[src/rtl/rib_rr_xbar.sv]
// -----------------------------------------------------------------------------
// rib_rr_xbar
//
// Single-cycle bus crossbar: NUM_M masters share one path to NUM_S slaves.
// A round-robin arbiter picks one requesting master per cycle. Its address
// top SEL_W bits select the slave, and the remaining bits are forwarded.
// Read data returns combinationally in the same cycle. A granted master can
// lock the bus: only it is granted until it drops its request or its lock.
// Accesses to slave indices >= NUM_S are unmapped. They raise a sticky
// per-master error flag.
//
// Ports
//   clk          single clock, rising edge
//   rstn         synchronous active-low reset
//   m_req_i      [NUM_M]      per-master request
//   m_we_i       [NUM_M]      per-master write enable
//   m_lock_i     [NUM_M]      per-master bus-lock request
//   m_addr_i     [NUM_M*32]   packed master addresses (master k at [32k+:32])
//   m_data_i     [NUM_M*32]   packed master write data
//   m_data_o     [NUM_M*32]   packed read data, nonzero only for the grantee
//   m_gnt_o      [NUM_M]      one-hot-or-zero grant
//   hold_flag_o  [NUM_M]      stall: requesting but not granted
//   err_o        [NUM_M]      sticky unmapped-access error
//   err_clr_i    [NUM_M]      per-master error clear (set wins over clear)
//   s_addr_o     [NUM_S*32]   packed slave addresses (select bits zeroed)
//   s_data_o     [NUM_S*32]   packed slave write data
//   s_data_i     [NUM_S*32]   packed slave read data
//   s_we_o       [NUM_S]      per-slave write enable
// -----------------------------------------------------------------------------
module rib_rr_xbar #(
  parameter int NUM_M = 4,
  parameter int NUM_S = 6,
  parameter int SEL_W = 4
) (
  input  logic                clk,
  input  logic                rstn,
  input  logic [NUM_M-1:0]    m_req_i,
  input  logic [NUM_M-1:0]    m_we_i,
  input  logic [NUM_M-1:0]    m_lock_i,
  input  logic [NUM_M*32-1:0] m_addr_i,
  input  logic [NUM_M*32-1:0] m_data_i,
  output logic [NUM_M*32-1:0] m_data_o,
  output logic [NUM_M-1:0]    m_gnt_o,
  output logic [NUM_M-1:0]    hold_flag_o,
  output logic [NUM_M-1:0]    err_o,
  input  logic [NUM_M-1:0]    err_clr_i,
  output logic [NUM_S*32-1:0] s_addr_o,
  output logic [NUM_S*32-1:0] s_data_o,
  input  logic [NUM_S*32-1:0] s_data_i,
  output logic [NUM_S-1:0]    s_we_o
);

  // A single master still needs a 1-bit index; it simply never leaves 0.
  localparam int PTR_W = (NUM_M > 1) ? $clog2(NUM_M) : 1;

  typedef enum logic {
    ST_ARB    = 1'b0,
    ST_LOCKED = 1'b1
  } state_t;

  state_t           r_state;
  state_t           w_state_nxt;
  logic [PTR_W-1:0] r_rr_ptr;
  logic [PTR_W-1:0] w_rr_ptr_nxt;
  logic [PTR_W-1:0] r_owner;
  logic [PTR_W-1:0] w_owner_nxt;
  logic [NUM_M-1:0] r_err;

  logic             w_rr_found;
  logic [PTR_W-1:0] w_rr_idx;
  logic             w_gnt_vld;
  logic [PTR_W-1:0] w_gnt_idx;
  logic [NUM_M-1:0] w_gnt_vec;
  logic [NUM_M-1:0] w_err_set;

  logic [31:0]      w_addr;
  logic [31:0]      w_wdata;
  logic             w_we;
  logic [31:0]      w_sel;
  logic             w_mapped;
  logic [31:0]      w_slv_addr;
  logic [31:0]      w_rdata;

  // Modular add on master indices; keeps NUM_M that are not powers of two
  // wrapping at NUM_M rather than at 2**PTR_W.
  function automatic logic [PTR_W-1:0] ptr_add(input logic [PTR_W-1:0] p,
                                               input int k);
    int n;
    n = (int'(p) + k) % NUM_M;
    return n[PTR_W-1:0];
  endfunction

  // Round-robin search: first requester at or after r_rr_ptr.
  always_comb begin
    // NOTE: every signal written in always_comb gets a default first so no
    // path leaves it unassigned, which would otherwise infer a latch.
    w_rr_found = 1'b0;
    w_rr_idx   = '0;
    for (int k = 0; k < NUM_M; k++) begin
      if (!w_rr_found && m_req_i[ptr_add(r_rr_ptr, k)]) begin
        w_rr_found = 1'b1;
        w_rr_idx   = ptr_add(r_rr_ptr, k);
      end
    end
  end

  // Arbitration FSM: next state, owner, pointer and the grant itself.
  always_comb begin
    w_state_nxt  = r_state;
    w_owner_nxt  = r_owner;
    w_rr_ptr_nxt = r_rr_ptr;
    w_gnt_vld    = 1'b0;
    w_gnt_idx    = '0;
    case (r_state)
      ST_ARB: begin
        if (w_rr_found) begin
          w_gnt_vld    = 1'b1;
          w_gnt_idx    = w_rr_idx;
          w_rr_ptr_nxt = ptr_add(w_rr_idx, 1);
          if (m_lock_i[w_rr_idx]) begin
            w_state_nxt = ST_LOCKED;
            w_owner_nxt = w_rr_idx;
          end
        end
      end
      ST_LOCKED: begin
        if (m_req_i[r_owner] && m_lock_i[r_owner]) begin
          w_gnt_vld = 1'b1;
          w_gnt_idx = r_owner;
        end else begin
          // Release cycle is a dead cycle: nobody is granted, and arbitration
          // resumes next cycle just past the former owner.
          w_state_nxt  = ST_ARB;
          w_rr_ptr_nxt = ptr_add(r_owner, 1);
        end
      end
      default: w_state_nxt = ST_ARB;
    endcase
  end

  // Master-side mux, slave decode and read-data return.
  always_comb begin
    w_gnt_vec = '0;
    w_addr    = '0;
    w_wdata   = '0;
    w_we      = 1'b0;
    for (int m = 0; m < NUM_M; m++) begin
      if (w_gnt_vld && (w_gnt_idx == m[PTR_W-1:0])) begin
        w_gnt_vec[m] = 1'b1;
        w_addr       = m_addr_i[m*32 +: 32];
        w_wdata      = m_data_i[m*32 +: 32];
        w_we         = m_we_i[m];
      end
    end

    w_sel      = {{(32-SEL_W){1'b0}}, w_addr[31 -: SEL_W]};
    w_mapped   = w_gnt_vld && (w_sel < 32'(NUM_S));
    w_slv_addr = w_addr & {{SEL_W{1'b0}}, {(32-SEL_W){1'b1}}};

    s_addr_o = '0;
    s_data_o = '0;
    s_we_o   = '0;
    w_rdata  = '0;
    for (int s = 0; s < NUM_S; s++) begin
      if (w_mapped && (w_sel == 32'(s))) begin
        s_addr_o[s*32 +: 32] = w_slv_addr;
        s_data_o[s*32 +: 32] = w_wdata;
        s_we_o[s]            = w_we;
        w_rdata              = s_data_i[s*32 +: 32];
      end
    end

    m_data_o  = '0;
    w_err_set = '0;
    for (int m = 0; m < NUM_M; m++) begin
      if (w_gnt_vec[m]) begin
        m_data_o[m*32 +: 32] = w_rdata;
        w_err_set[m]         = !w_mapped;
      end
    end
  end

  always_ff @(posedge clk) begin
    // NOTE: sequential state uses non-blocking assignments so every register
    // samples the pre-edge values, independent of statement order.
    if (!rstn) begin
      r_state  <= ST_ARB;
      r_rr_ptr <= '0;
      r_owner  <= '0;
      r_err    <= '0;
    end else begin
      r_state  <= w_state_nxt;
      r_rr_ptr <= w_rr_ptr_nxt;
      r_owner  <= w_owner_nxt;
      // Set term is ORed in after the clear so a same-edge set wins.
      r_err    <= (r_err & ~err_clr_i) | w_err_set;
    end
  end

  assign m_gnt_o     = w_gnt_vec;
  assign hold_flag_o = m_req_i & ~w_gnt_vec;
  assign err_o       = r_err;

endmodule

[config.mk]
export PLATFORM = sky130hd
export DESIGN_NAME = rib_rr_xbar
export DESIGN_NICKNAME = d
export VERILOG_FILES = /design/src/rtl/rib_rr_xbar.sv
export SDC_FILE = /design/constraint.sdc
export NUM_CORES = 1
export LEC_CHECK = 0
export CORE_AREA = 2 2 389 391
export CTS_CLUSTER_DIAMETER = 40
export CTS_CLUSTER_SIZE = 14
export DETAILED_ROUTE_END_ITERATION = 16
export DIE_AREA = 0 0 391 393
export GPL_ROUTABILITY_DRIVEN = 0
export PLACE_DENSITY = 0.3
export SYNTH_ARGS = -nofsm -noshare
export SYNTH_HDL_FRONTEND = slang
export SYNTH_SLANG_ARGS = --single-unit
export TNS_END_PERCENT = 1
[constraint.sdc]
create_clock -name clk -period 11.47 [get_ports clk]
set_input_delay 2.294 -clock clk [delete_from_list [all_inputs] [get_ports clk]]
set_output_delay 2.294 -clock clk [all_outputs]
set_load 0.01 [all_outputs]
==> impl_metrics.toml, run 1 <==
[outcome]
status = "completed"

[timing]
fmax_ghz = 0.09977
post-route-min-period_ns = 10.02
worst_pin_slew_ns = 1.067
whs_ns = 0.5603
rsz0062_at_grt = "false"
timing.final.crit_share_pct = 87.38
worst_slack_ns = 1.447
hold_viol = 0
timing.slew.headroom_pct = 28.86
slew_viol_final = 0
skew_ns = 0.008236
setup_tns_ns = 0
setup_violations = 0

[setup_path]
crit_start = "m_req_i[3]"
slowest_stage = "o32ai_1"
cp_slowest_stage_delay_ns = 0.66
critPathLaunchType = "primary input"
r2r-start = "r_state"
path_class = "in -> out"
critPathCaptureType = "primary output"
critPathRequiredTime_ns = 9.18
worstPathArrival_ns = 7.73
path_cells = "clkdlybuf4s50_1, o2111ai_1, nand3_4, and2_1, o32ai_1, and3_2, buf_4, nand3_4, buf_4, nor2_1, clkdlybuf4s50_1"
cp_top_family = "buffers and inverters"
cp_max_fo = 46
cp_num_buf_inv = 4

[synthesis]
ys_ff_latch = 9
synthArstFlopShare_pct = 0
synth_edf_count = 0
yosys_warnings = 0
synthCells = 1260
synthFlopType = "dfxtp_1"
ys_seq_area_share_pct = 2.496
syn_area_um2 = 7218
syn_avg_cell_area_um2 = 5.729
synth_cell_type_count = 56

[die]
fp.coreArea_um2 = 149200
fp.dieArea_um2 = 153700
die-width_um = 391
rows = 142
fp.dieH_um = 393
initial_core_util_pct = 4.837
num_io_pins = 996

[final_layout]
area_growth_pct = 163.6
final_util_pct = 12.75
filler_cell_count = 17414
layout-drive-gt1-share_pct = 7.910
layout_common_cells = "clkdlybuf4s50_1 (971), nor2_1 (380), a21oi_1 (131), nand2_1 (129), a221oi_1 (60)"
final_common_cell = "clkdlybuf4s50_1"
fin_nets = 2591
final_cell_count_no_fill = 4075
postLayoutCellArea_um2 = 19030

[global_routing]
grt_pass1_vias = 13203
grt_usage_pct = 12.93
grt_pass1_wl_um = 134000
grt_start_max_net_pins = 92
antenna_found_initial = 35
overflow = 0

[routing]
vias = 13323
drt_iter0_drc = 740
wl_per_cell_um = 26.23
antenna_left = 0
routed_wirelength_um = 106900
firstDrtPassIters = 4
vias_per_cell = 3.269
drc = 0

[placed_design]
place_area_um2 = 18930
hpwl_um = 92070
port_buffers = 971
dp_cells = 4064
place_ws_ns = 1.358

[clock_tree]
cts_resized = 0
cts_max_path_buffers = 2
cts_buffers = 3
cts_htree_levels = 1
cts_hold_buf = 0
clkSinkCount = 9
postCtsSetupRepairBufs = 0
cts_root_buffer = "clkbuf_16"
path_clk_slew_ns = 0.04
cts_tree = "yes"
clk_latency_ns = 0.26

[power]
power_mw = 4.239
power_density_nw_per_um2 = 222.8
peakVddDrop_uv = 111.2
power.leakage_nw = 6.213

[worst_hold_path]
hp-start = "r_rr_ptr[0]"
hold_path.class = "reg -> reg"

[run]
drv_cap = 0
## final cells by class
cell class                 count  area [um^2]  area share, %
antenna                        7        17.52        0.09205
clock buffer                   4        78.83         0.4142
inverter                      20        77.57         0.4077
multi-input combinational   1095         6336          33.30
sequential                     9        180.2         0.9468
tap                         1944         2432          12.78
timing repair buffer         996         9907          52.06
## logic make-up after synthesis
group	count (synthesis)	synth area share, %
XOR/XNOR	1	0.1214
multiplexers	37	6.032
AO/OA/AOI/OAI	415	42.73
buffers and inverters	179	12.36
AND/OR/NAND/NOR	618	36.21
flip-flops	9	2.496
other	1	0.05195
## where the power goes
part	switching [mW]	internal, mW	leakage [nW]
clock	0.0224	0.0471	0.0382
sequential	0.0128	0.0414	0.0741
combinational	2.67	1.45	6.10
## state kept, by name, summed over array words and instances, names as in the netlist
signal,cells
err_o,4
r_owner,2
r_rr_ptr,2
r_state,1
## worst paths after layout
| kind | cells past startpoint | to | slack, ns |
|---|---|---|---|
| min | 2 | r_rr_ptr[0] | 0.56 |
| min reg2reg | 2 | r_rr_ptr[0] | 0.56 |
| max | 11 | s_addr_o[84] | 1.45 |
| max reg2reg | 8 | err_o[0] | 7.89 |
## tightest hold or removal path, delay by kind of cell, from the launching register on
family           cells  cell delay [ns]
AO/OA/AOI/OAI        1             0.08
AND/OR/NAND/NOR      1             0.07
flip-flops           1             0.37
## layer usage
layer / share of wire, % / GRT usage, %
met1: 39 / 14.81
met2: 54 / 24.97
met3: 6.3 / 2.935
met4: 0.84 / 1.074
met5: 0.12 / 0
## cell usage after synthesis (2+ instances only)
cell type  instances  area [um^2]
nor2_1           380         1426
nand2_1          134        503.0
a21oi_1          131        655.6
clkbuf_1          64        240.2
a221oi_1          60        525.5
a31o_2            60        525.5
buf_2             59        295.3
and2_1            35        219.0
and3_1            34        212.7
a21boi_0          33        247.7
buf_4             31        232.7
o21ai_1           31        155.2
a22o_1            30        262.8
mux2_2            27        304.0
o221ai_2          26        390.4
inv_1             18        67.56
o21ai_0           11        55.05
dfxtp_1            9        180.2
o22ai_1            8        50.05
nor2b_1            7        43.79
nand3_1            6        30.03
mux2_1             5        56.30
nand3_2            5        50.05
buf_6              4        45.04
nand2b_1           4        25.02
o221ai_1           4        35.03
a21o_1             3        22.52
a31oi_1            3        18.77
mux2i_1            3        30.03
o21a_1             3        22.52
a32oi_1            2        17.52
and3_4             2        22.52
mux4_2             2        45.04
nand3b_1           2        15.01
nor3_1             2        10.01
o211ai_1           2        15.01
(Power assumes the default switching activity.)
==> run 2, diff against run 1 <==
- SLEW_MARGIN: default -> 20
==> run 2 against run 1 <==
Fmax hardly changed. Clock skew hardly changed. Sequential cell count stayed put. Setup slack better by 0.0078 ns. Utilization hardly changed. Global-route usage hardly changed. Combinational power hardly changed. Register-to-register slack better by 0.03 ns.
==> impl_metrics.toml, run 2 (synthesized netlist as in run 1, its figures left out) <==
[outcome]
status = "completed"

[routing]
vias = 13252
firstDrtPassIters = 5
routed_wirelength_um = 106900
vias_per_cell = 3.250
antenna_left = 0
wl_per_cell_um = 26.22
drt_iter0_drc = 758
drc = 0

[global_routing]
grt_usage_pct = 12.93
grt_pass1_vias = 13184
grt_start_max_net_pins = 92
overflow = 0
antenna_found_initial = 35
grt_pass1_wl_um = 134000

[placed_design]
dp_cells = 4064
hpwl_um = 92070
place_ws_ns = 1.348
port_buffers = 971

[run]
drv_cap = 0

[power]
p_comb_share_pct = 97.1
intPower_mw = 1.536
switching_power_mw = 2.707
p_sw_share_pct = 63.80
power_frac_clock_pct = 1.6
power_density_nw_per_um2 = 222.8
peakVddDrop_uv = 114.0
power.leakage_nw = 6.214
power_mw = 4.243
pwr-share-seq_pct = 1.3

[setup_path]
path_class = "in -> out"
worstPathArrival_ns = 7.72
ff2ff_setup_slack_ns = 7.92
critPathCaptureType = "primary output"
cp_max_fo = 46
critPathLaunchType = "primary input"
critPathRequiredTime_ns = 9.18

[clock_tree]
path_clk_slew_ns = 0.04
postCtsSetupRepairBufs = 0
cts_root_buffer = "clkbuf_16"
cts_buffers = 3
clk_latency_ns = 0.26
cts_resized = 0
cts_htree_levels = 1
cts_max_path_buffers = 2
cts_hold_buf = 0
clkSinkCount = 9
cts_tree = "yes"

[die]
die-width_um = 391
fp.dieH_um = 393
initial_core_util_pct = 4.837
rows = 142
num_io_pins = 996
fp.coreArea_um2 = 149200
fp.dieArea_um2 = 153700

[timing]
worst_slack_ns = 1.455
setup_tns_ns = 0
timing.slew.headroom_pct = 29.08
timing.final.crit_share_pct = 87.31
fmax_ghz = 0.09985
hold_viol = 0
worst_pin_slew_ns = 1.064
slew_viol_final = 0
post-route-min-period_ns = 10.01
rsz0062_at_grt = "false"
setup_violations = 0
skew_ns = 0.008421

[worst_hold_path]
hold_path.class = "reg -> reg"

[final_layout]
final_cell_count_no_fill = 4078
fin_nets = 2591
area_growth_pct = 163.9
final_util_pct = 12.76
layout-drive-gt1-share_pct = 8.004
largest_reg_flops = 4
layout_common_cells = "clkdlybuf4s50_1 (971), nor2_1 (380), a21oi_1 (131), nand2_1 (129), a221oi_1 (60)"
final_common_cell = "clkdlybuf4s50_1"
-- run 2: cell types whose count changed in the layout (fill, tap and decap cells not counted) --
cell	previous run	this run
o221ai_2	26	28
diode_2	7	10
o221ai_1	4	2
-- run 2: critical path, stage by stage --
cell and delay, ns:
clkdlybuf4s50_1 0.55, o2111ai_1 0.63, nand3_4 0.53, and2_1 0.35
o32ai_1 0.65, and3_2 0.37, buf_4 0.54, nand3_4 0.64
buf_4 0.47, nor2_1 0.12, clkdlybuf4s50_1 0.54
-- run 2: per-layer routing --
layer / GRT usage, % / part of all wire (%) / vias to the layer above
li1: - / - / 6146
met1: 14.81 / 39 / 6453
met2: 24.98 / 54 / 571
met3: 2.943 / 6.1 / 66
met4: 1.032 / 0.80 / 16
met5: 0 / 0.10 / -
-- run 2: final cells by class --
cell class,instances,area (um^2)
timing repair buffer,996,9907
fill,17424,130200
sequential,9,180.2
inverter,20,77.57
tap,1944,2432
antenna,10,25.02
clock buffer,4,78.83
multi-input combinational,1095,6349
-- run 2: final timing paths --
| check | cells after the start | to | start |
|---|---|---|---|
| max | 11 | s_addr_o[84] | m_req_i[3] |
| min | 2 | r_rr_ptr[0] | r_rr_ptr[0] |
| max reg2reg | 8 | err_o[0] | r_rr_ptr[0] |
| min reg2reg | 2 | r_rr_ptr[0] | r_rr_ptr[0] |
-- run 2: power by group through the flow --
stage | Combinational [mW] | Clock [mW] | Sequential [mW]
floorplan | 1.89 | 0 | 0.0502
global placement | 4.28 | 0 | 0.0553
detailed placement | 4.27 | 0 | 0.0550
CTS | 4.28 | 0.0737 | 0.0543
global route | 4.43 | 0.0753 | 0.0562
finish | 4.12 | 0.0697 | 0.0540
-- run 2: through the flow --
step	cell area, um^2	hold WS [ns]
finish	19050	0.5667
global route	19030	0.5935
CTS	19020	0.5677
detailed placement	18950	0.5575
global placement	18930	0.5547
floorplan	7305	0.4685
